[src/rtl/int_ctrl.sv]
// rtl/int_ctrl.sv - interrupt entry/return sequencer between the int pin and fetch
// Registered strobes come from the FSM; address/data buses are decoded from state.
module int_ctrl #(
   parameter int         SYNC_STAGES  = 2,
   parameter int         DRAIN_CYCLES = 3,
   parameter logic [7:0] VEC_ADDR     = 8'h01
) (
   input  logic       clk,
   input  logic       rst,
   input  logic       int_in,
   input  logic       flush_in,
   input  logic       rti_req,
   input  logic [7:0] pc_next,
   input  logic [7:0] sp_in,
   input  logic [3:0] ccr_in,
   input  logic [7:0] mem_rdata,
   output logic       stall_fetch,
   output logic       pc_load,
   output logic [7:0] pc_load_val,
   output logic       sp_we,
   output logic [7:0] sp_wdata,
   output logic       mem_re,
   output logic       mem_we,
   output logic [7:0] mem_addr,
   output logic [7:0] mem_wdata,
   output logic       ccr_restore,
   output logic [3:0] ccr_out,
   output logic       int_active
);

   localparam int CW = (DRAIN_CYCLES < 2) ? 1 : $clog2(DRAIN_CYCLES + 1);

   typedef enum logic [2:0] {
      IDLE, DRAIN, PUSH, VEC_RD, VEC_LD, ISR, POP, RET_LD
   } state_t;

   state_t                 state;
   logic [SYNC_STAGES-1:0] sync;
   logic                   sync_q;
   logic                   pending;
   logic [CW-1:0]          drain_cnt;
   logic [7:0]             ret_pc;
   logic [3:0]             ccr_shadow;
   logic                   rise;

   assign rise = sync[SYNC_STAGES-1] & ~sync_q;

   always_ff @(posedge clk or posedge rst) begin
      if (rst) begin
         state       <= IDLE;
         sync        <= '0;
         sync_q      <= 1'b0;
         pending     <= 1'b0;
         drain_cnt   <= '0;
         ret_pc      <= '0;
         ccr_shadow  <= '0;
         stall_fetch <= 1'b0;
         pc_load     <= 1'b0;
         sp_we       <= 1'b0;
         mem_re      <= 1'b0;
         mem_we      <= 1'b0;
         ccr_restore <= 1'b0;
         int_active  <= 1'b0;
      end else begin
         sync        <= {sync[SYNC_STAGES-2:0], int_in};
         sync_q      <= sync[SYNC_STAGES-1];
         stall_fetch <= 1'b0;
         pc_load     <= 1'b0;
         sp_we       <= 1'b0;
         mem_re      <= 1'b0;
         mem_we      <= 1'b0;
         ccr_restore <= 1'b0;
         int_active  <= 1'b0;
         // Each branch sets the strobes belonging to the state being entered.
         case (state)
            IDLE: begin
               if (pending && !flush_in) begin
                  state       <= DRAIN;
                  ret_pc      <= pc_next;
                  drain_cnt   <= CW'(DRAIN_CYCLES);
                  pending     <= 1'b0;
                  stall_fetch <= 1'b1;
               end
            end
            DRAIN: begin
               stall_fetch <= 1'b1;
               if (drain_cnt != '0) drain_cnt <= drain_cnt - CW'(1);
               if (drain_cnt <= CW'(1)) begin
                  state  <= PUSH;
                  mem_we <= 1'b1;
                  sp_we  <= 1'b1;
               end
            end
            PUSH: begin
               state       <= VEC_RD;
               ccr_shadow  <= ccr_in;
               stall_fetch <= 1'b1;
               mem_re      <= 1'b1;
            end
            VEC_RD: begin
               state       <= VEC_LD;
               stall_fetch <= 1'b1;
               pc_load     <= 1'b1;
            end
            VEC_LD: begin
               state      <= ISR;
               int_active <= 1'b1;
            end
            ISR: begin
               int_active <= 1'b1;
               if (rti_req) begin
                  state       <= POP;
                  stall_fetch <= 1'b1;
                  mem_re      <= 1'b1;
                  sp_we       <= 1'b1;
               end
            end
            POP: begin
               state       <= RET_LD;
               stall_fetch <= 1'b1;
               pc_load     <= 1'b1;
               ccr_restore <= 1'b1;
               int_active  <= 1'b1;
            end
            RET_LD: state <= IDLE;
            default: state <= IDLE;
         endcase
         // A new edge wins over the clear on acceptance so it is not lost.
         if (rise) pending <= 1'b1;
      end
   end

   always_comb begin
      pc_load_val = '0;
      sp_wdata    = '0;
      mem_addr    = '0;
      mem_wdata   = '0;
      ccr_out     = '0;
      case (state)
         PUSH: begin
            mem_addr  = sp_in;
            mem_wdata = ret_pc;
            sp_wdata  = sp_in - 8'd1;
         end
         VEC_RD: mem_addr = VEC_ADDR;
         VEC_LD: pc_load_val = mem_rdata;
         POP: begin
            mem_addr = sp_in + 8'd1;
            sp_wdata = sp_in + 8'd1;
         end
         RET_LD: begin
            pc_load_val = mem_rdata;
            ccr_out     = ccr_shadow;
         end
         default: ;
      endcase
   end

endmodule

[config.mk]
export PLATFORM = sky130hd
export DESIGN_NAME = int_ctrl
export DESIGN_NICKNAME = d
export VERILOG_FILES = /design/src/rtl/int_ctrl.sv
export SDC_FILE = /design/constraint.sdc
export NUM_CORES = 1
export LEC_CHECK = 0
export ABC_CLOCK_PERIOD_IN_PS = 3440
export CAP_MARGIN = 20
export CORE_MARGIN = 3
export CORE_UTILIZATION = 37
export DETAILED_ROUTE_END_ITERATION = 10
export PLACE_DENSITY = 0.72
export SETUP_SLACK_MARGIN = 0.1
export SKIP_LAST_GASP = 1
export SLEW_MARGIN = 20
export SYNTH_ARGS = -nofsm -noshare
export SYNTH_HDL_FRONTEND = slang
export SYNTH_SLANG_ARGS = --single-unit
export TNS_END_PERCENT = 30
[constraint.sdc]
create_clock -name clk -period 3.44 [get_ports clk]
set_input_delay 1.032 -clock clk [delete_from_list [all_inputs] [get_ports clk]]
set_output_delay 1.032 -clock clk [all_outputs]
set_load 0.01 [all_outputs]
==> After elaboration in Yosys (flattened, before gate mapping) <==
Cells that the tools add are included.
{ "totals": {"ff_bits": 28, "latchBits": 0, "mem_bits_rw": 0, "romBits": 0, "word_cells": 71, "mem_count": 0} }
{ "op_classes": {"addsub": 3, "mul": 0, "n_div": 0, "magnitude_cmp": 1, "n_eq_ne": 11, "shift": 0, "muxes": 25, "bitwise_logic": 2, "n_reduce_logical": 15} }
{ "op_table": {"columns": ["op", "n"], "rows": [
  ["one-hot mux 3 bit (8 select lines)", 1],
  ["one-hot mux 8 bit (3 select lines)", 1],
  ["2-to-1 mux 8 bit", 2],
  ["one-hot mux 8 bit (2 select lines)", 1],
  ["== test 3 bit (second input constant)", 4],
  ["2-to-1 mux 1 bit", 10],
  ["2-to-1 mux 3 bit", 3],
  ["adder 8 x 1 -> 8 bit (second input constant)", 1],
  ["!= test 2 bit (second input constant)", 4],
  ["nonzero test 2 bit", 4],
  ["subtractor 8 x 1 -> 8 bit (second input constant)", 1],
  ["== test 3 x 2 -> 1 bit (second input constant)", 2],
  ["AND reduction 3 bit", 2],
  ["2-to-1 mux 2 bit", 2],
  ["2-to-1 mux 4 bit", 1],
  ["one-hot mux 1 bit (2 select lines)", 2],
  ["one-hot mux 2 bit (2 select lines)", 1],
  ["AND reduction 2 bit", 2],
  ["OR reduction 2 bit", 2],
  ["OR reduction 4 bit", 1],
  ["== test 3 x 1 -> 1 bit (second input constant)", 1],
  ["zero test 3 bit", 1],
  ["one-hot mux 1 bit (3 select lines)", 1],
  ["OR reduction 3 bit", 1],
  ["6 further kinds", 6]
]} }

==> Depth between registers and ports, before layout <==
{ "depth": {"ltp_word": 5, "depth_mapped": 6, "mapped_depth_nobuf": 5} }

==> Worst setup path before layout <==
No wires, ideal clock.
{ "synth_path": {"path_type": "in2out", "start": "in sp_in[0]", "end": "out sp_wdata[4]", "t_arrival_ns": 2.148, "required_ns": 2.408, "setup_slack_ns": 0.260, "cell_stages": 6, "path_buffers": 1, "cell_sequence": "buf_6 -> inv_1 -> ha_1 -> or4b_4 -> a21o_1 -> a21oi_2"} }
{ "synth_via": {"elab_chain_len": 2} }
{ "synth_rtl": {"columns": ["element", "line_no", "rtl"], "rows": [
  ["from (decl)", "14", "input logic [7:0] sp_in,"],
  ["adder 8 x 1 -> 8 bit or subtractor 8 x 1 -> 8 bit (tied branches)", "149, 143", null],
  ["one-hot mux 8 bit (2 select lines) (*)", "139", "case (state)"],
  ["to (decl)", "21", "output logic [7:0] sp_wdata,"]
]} }
Every way passes the cells marked *; elsewhere a longest branch is shown, timed or not.

==> Worst setup path after layout <==
{ "layout_path": {"start": "in sp_in[4]", "end": "out mem_addr[6]"} }
{ "layout_via": {"elab_chain_len": 2} }
{ "layout_rtl": {"columns": ["element", "line_no", "rtl"], "rows": [
  ["adder 8 x 1 -> 8 bit", "148", "mem_addr = sp_in + 8'd1;"],
  ["one-hot mux 8 bit (3 select lines)", "139", null],
  ["to (decl)", "24", "output logic [7:0] mem_addr,"]
]} }
No other way between the ends.

==> Implementation_results.wiki <==
{| class="wikitable"
! Metric !! Value
|-
| Run status || completed
|-
| Kind of path behind the tightest hold check || register to register
|-
| Total wirelength of the detailed-routed design || 4290 um
|-
| Number of standard cells after synthesis || 173
|-
| Number of pins with negative max-slew slack in the final report || 0
|-
| Die width || 73.9 um
|-
| Clock-pin slew on the worst setup and hold paths || 0.09 ns
|-
| Routed metal-1 wirelength || 1810 um
|-
| Post-Syn Nets || 210
|-
| Met3 layer wire length in the routed design || 352 um
|-
| Number of buffer cells added on primary ports || 75
|-
| Internal portion of total power || 1140 uW
|-
| Sequential share of power || 32.6%
|-
| R2R Path Start || state[1]
|-
| Die height || 73.9 um
|-
| Post-synthesis async set-or-reset flop share || 100%
|-
| Router iterations before antenna repair || 4
|-
| Clk sinks || 28
|-
| Largest area contributor in the synthesized netlist || dfrtp_1
|-
| Crit path cell chain || clkdlybuf4s15_1 -> nand3_1 -> or3_1 -> a21oi_1 -> clkdlybuf4s15_2
|-
| Type of the worst setup path || input port to output pin
|-
| Cells after DPL || 314
|-
| Area Overhead vs Synth || 61.2%
|-
| Combinational Power Share || 53.0%
|-
| Slowest stage delay, CP || 0.36 ns
|-
| Reg2reg path depth || 3
|-
| Overflow left after global routing || 0
|-
| Synthesized area || 0.00171 mm^2
|-
| Number of placement rows || 24
|-
| Initial standard-cell utilization of the core || 38.7%
|-
| Max-cap violation count || 0
|-
| End point of the worst hold path || sync[1]
|-
| Avg Vias per Cell || 4.95
|-
| CP max-delay cell || or3_1
|-
| FF+latch count, synth || 28
|-
| Setup repair after global routing missed its margin || yes
|-
| Data arrival, critical path || 2.32 ns
|-
| Yosys warning count || 0
|-
| Vias in the first global route || 1538
|-
| Hold path startpoint || sync[0]
|-
| Synthesized area divided by synthesized cell count || 9.87 um^2
|-
| Worst ir drop on vdd || 0.000428 V
|-
| Slew at the pin closest to its max-slew limit || 0.608 ns
|-
| Final period utilization || 97.5%
|-
| Dominant delay contributor by cell family on the critical path || buffers and inverters
|-
| Total met2 wirelength after detailed routing || 2090 um
|-
| Hpwl dp || 3280 um
|-
| Clk Latency, worst-skew pair || 0.27 ns
|-
| IO Pins || 76
|-
| Total number of nets in the final design || 304
|-
| CP max FO || 6
|-
| Crit start category || input port
|-
| Detail Route Antenna Nets || 0
|-
| Area of the die || 0.00547 mm^2
|-
| Post-route cell area || 0.00275 mm^2
|-
| Tmin final || 3.35 ns
|-
| Number of CTS-inserted buffers || 3
|-
| Switching share of power || 35.4%
|-
| Post-Layout Cell Count || 318
|-
| Ant. Diodes || 0
|-
| Clock tree from TritonCTS || done
|-
| Reg2Reg Capture Point || ccr_shadow[3]
|-
| Category of the worst setup path capture point || output pin
|-
| Topmost layer with routed signal wires || met4
|-
| Clk Tree Root Cell || clkbuf_8
|-
| Sum of buffers and inverters on the critical path || 2
|-
| Power per Cell Area || 643 mW/mm^2
|-
| Share of cells above drive strength 1 || 27.4%
|-
| Level count of the clock H-tree || 1
|-
| Count of endpoints failing setup in the final report || 0
|-
| Leakage power summed over all cells || 0.00124 uW
|-
| Maximum achievable frequency || 298 MHz
|-
| Sw power || 627 uW
|-
| Fraction of the yosys area taken by sequential cells || 41.0%
|-
| Number of enable flip-flop cells after synthesis || 0
|-
| Count of unique library cells instantiated by Yosys || 40
|-
| Minimum setup slack among reg-to-reg paths || 1.58 ns
|-
| Total number of vias || 1573
|-
| DR WL/cell || 13.5 um
|-
| Number of DRC markers after the initial detailed-route iteration || 49
|-
| CTS Hold Bufs || 0
|-
| Area share of the leading cell type in the synthesized netlist || 41.0%
|-
| Depth of the worst hold-timing path || 0
|-
| Pin count of the biggest net entering global routing || 29
|-
| Routability congestion estimate || 0.830
|-
| DRC Markers || 0
|-
| Leading cell types by total area after synthesis || dfrtp_1 (41%), mux2_2 (7.9%), and2_1 (4.8%), and3_1 (3.7%), mux2i_1 (3.5%)
|-
| Final count of hold timing violations || 0
|-
| Aggregate global-route resource usage || 15.8%
|-
| Wire length of the first global-routing pass || 6840 um
|-
| Antenna violations before repair || 0
|-
| Rel. slew slack || 59.4%
|-
| Part of the total power dissipated in the clock network || 14.4%
|-
| Largest buffer count on any clock path || 2
|-
| Placement-stage cell area || 0.00264 mm^2
|-
| Required @ worst endpoint || 2.41 ns
|-
| Top flip-flop cell by instance count after synthesis || dfrtp_1
|-
| Core Box Area || 0.00441 mm^2
|-
| Worst Skew || 0.00109 ns
|}
==> worst register-to-register path: cells and delay by family (launching register included) <==
| kind | cells | cell delay [ns] |
|---|---|---|
| and+or+nand+nor | 2 | 0.79 |
| DFF | 1 | 0.59 |
| muxes | 1 | 0.37 |
==> synth_stat cells, types with 2 or more instances <==
library cell  count
nand4_1           2
buf_4             2
o21ai_0           5
nand2_1           6
mux2i_1           6
nor2_1           10
and2_1           13
inv_1             8
nand3_1           4
xor2_1            6
dfrtp_1          28
or3_1             4
a2bb2oi_1         3
clkbuf_1          4
nor3_1            3
buf_6             2
and3_1           10
mux2_2           12
nand2b_1          6
nor3_2            2
a21oi_1           6
nor4_1            2
ha_1              4
a21oi_2           2
nor2b_1           4
a21o_1            2
buf_2             3
a211oi_1          2
==> power groups by stage <==
stage	combinational (uW)	clock, uW	sequential [uW]
2_1_floorplan	548	0	552
3_3_place_gp	950	0	570
3_5_place_dp	959	0	580
4_1_cts	949	262	575
5_1_grt	1030	276	596
6_report	938	255	577
==> registers in the layout (all words and copies together) (netlist names), 2 cells and up <==
| signal | count |
|---|---|
| drain_cnt | 2 |
| ret_pc | 8 |
| ccr_shadow | 4 |
| sync | 2 |
| state | 3 |
==> stage by stage <==
| step | util [%] | hold WS, ns | TNS [ns] | power, uW | worst slack, ns |
|---|---|---|---|---|---|
| after detailed placement | 59.9 | 0.337 | -7.19 | 1540 | -0.705 |
| after global routing | 62.4 | 0.371 | -0.0436 | 1900 | -0.0262 |
| after CTS | 61.7 | 0.360 | 0 | 1790 | 0.0169 |
| after global placement | 59.9 | 0.333 | -6.99 | 1520 | -0.661 |
| final | 62.4 | 0.356 | 0 | 1770 | 0.0870 |
| after floorplan | - | 0.331 | 0 | 1100 | 0.260 |
==> worst max-delay path by stage <==
stage,from,endpoint,slack (ns),depth (start not counted)
6_report,sp_in[4],mem_addr[6],0.09,5
5_1_grt,state[2],pc_load_val[1],-0.03,4
4_1_cts,sp_in[1],mem_addr[2],0.02,7
3_5_place_dp,sp_in[0],sp_wdata[4],-0.71,7
3_3_place_gp,sp_in[0],sp_wdata[4],-0.66,7
2_1_floorplan,sp_in[0],sp_wdata[4],0.26,6
==> routing by layer <==
metal / vias up / track usage, %
met1: 734 / 20.1
met3: 4 / 3.51
met2: 50 / 26.8
met5: - / 0
li1: 785 / -
met4: 0 / 4.83
==> area by class of cell <==
class / count / area, um^2
clock buffers: 3 / 41.3
clock inverters: 1 / 30.0
well taps: 52 / 65.1
fillers: 387 / 1660
inverters: 8 / 32.5
flip-flops and latches: 28 / 701
multi-input cells: 126 / 976
repair buffers: 100 / 908
==> what timing repair did <==
action | CTS | global route
buffers inserted | 0 | 0
gates resized for setup | 56 | 14
setup endpoints to repair | 16 | 22
pin swaps | 2 | 3
==> kinds of logic (layout without fill, tap and decap cells) <==
kind of cell	count (synthesis)	in the layout	share of synthesized area (%)
AND/OR/NAND/NOR	72	72	25.3
multiplexers	18	18	11.4
buffers and inverters	19	112	5.71
adder cells (fa/ha/maj)	4	4	2.93
AO/OA/AOI/OAI	25	25	9.96
flip-flops	28	28	41.0
XOR/XNOR	7	7	3.59
==> layout by cell type, fill, tap and decap left out, types with 10 or more instances in the layout <==
master           count
mux2_2              12
dfrtp_1             28
clkdlybuf4s50_1     55
and3_1              10
nor2_1              10
and2_1              13
buf_4               24
Note: power is estimated with default switching activity, not from simulation.
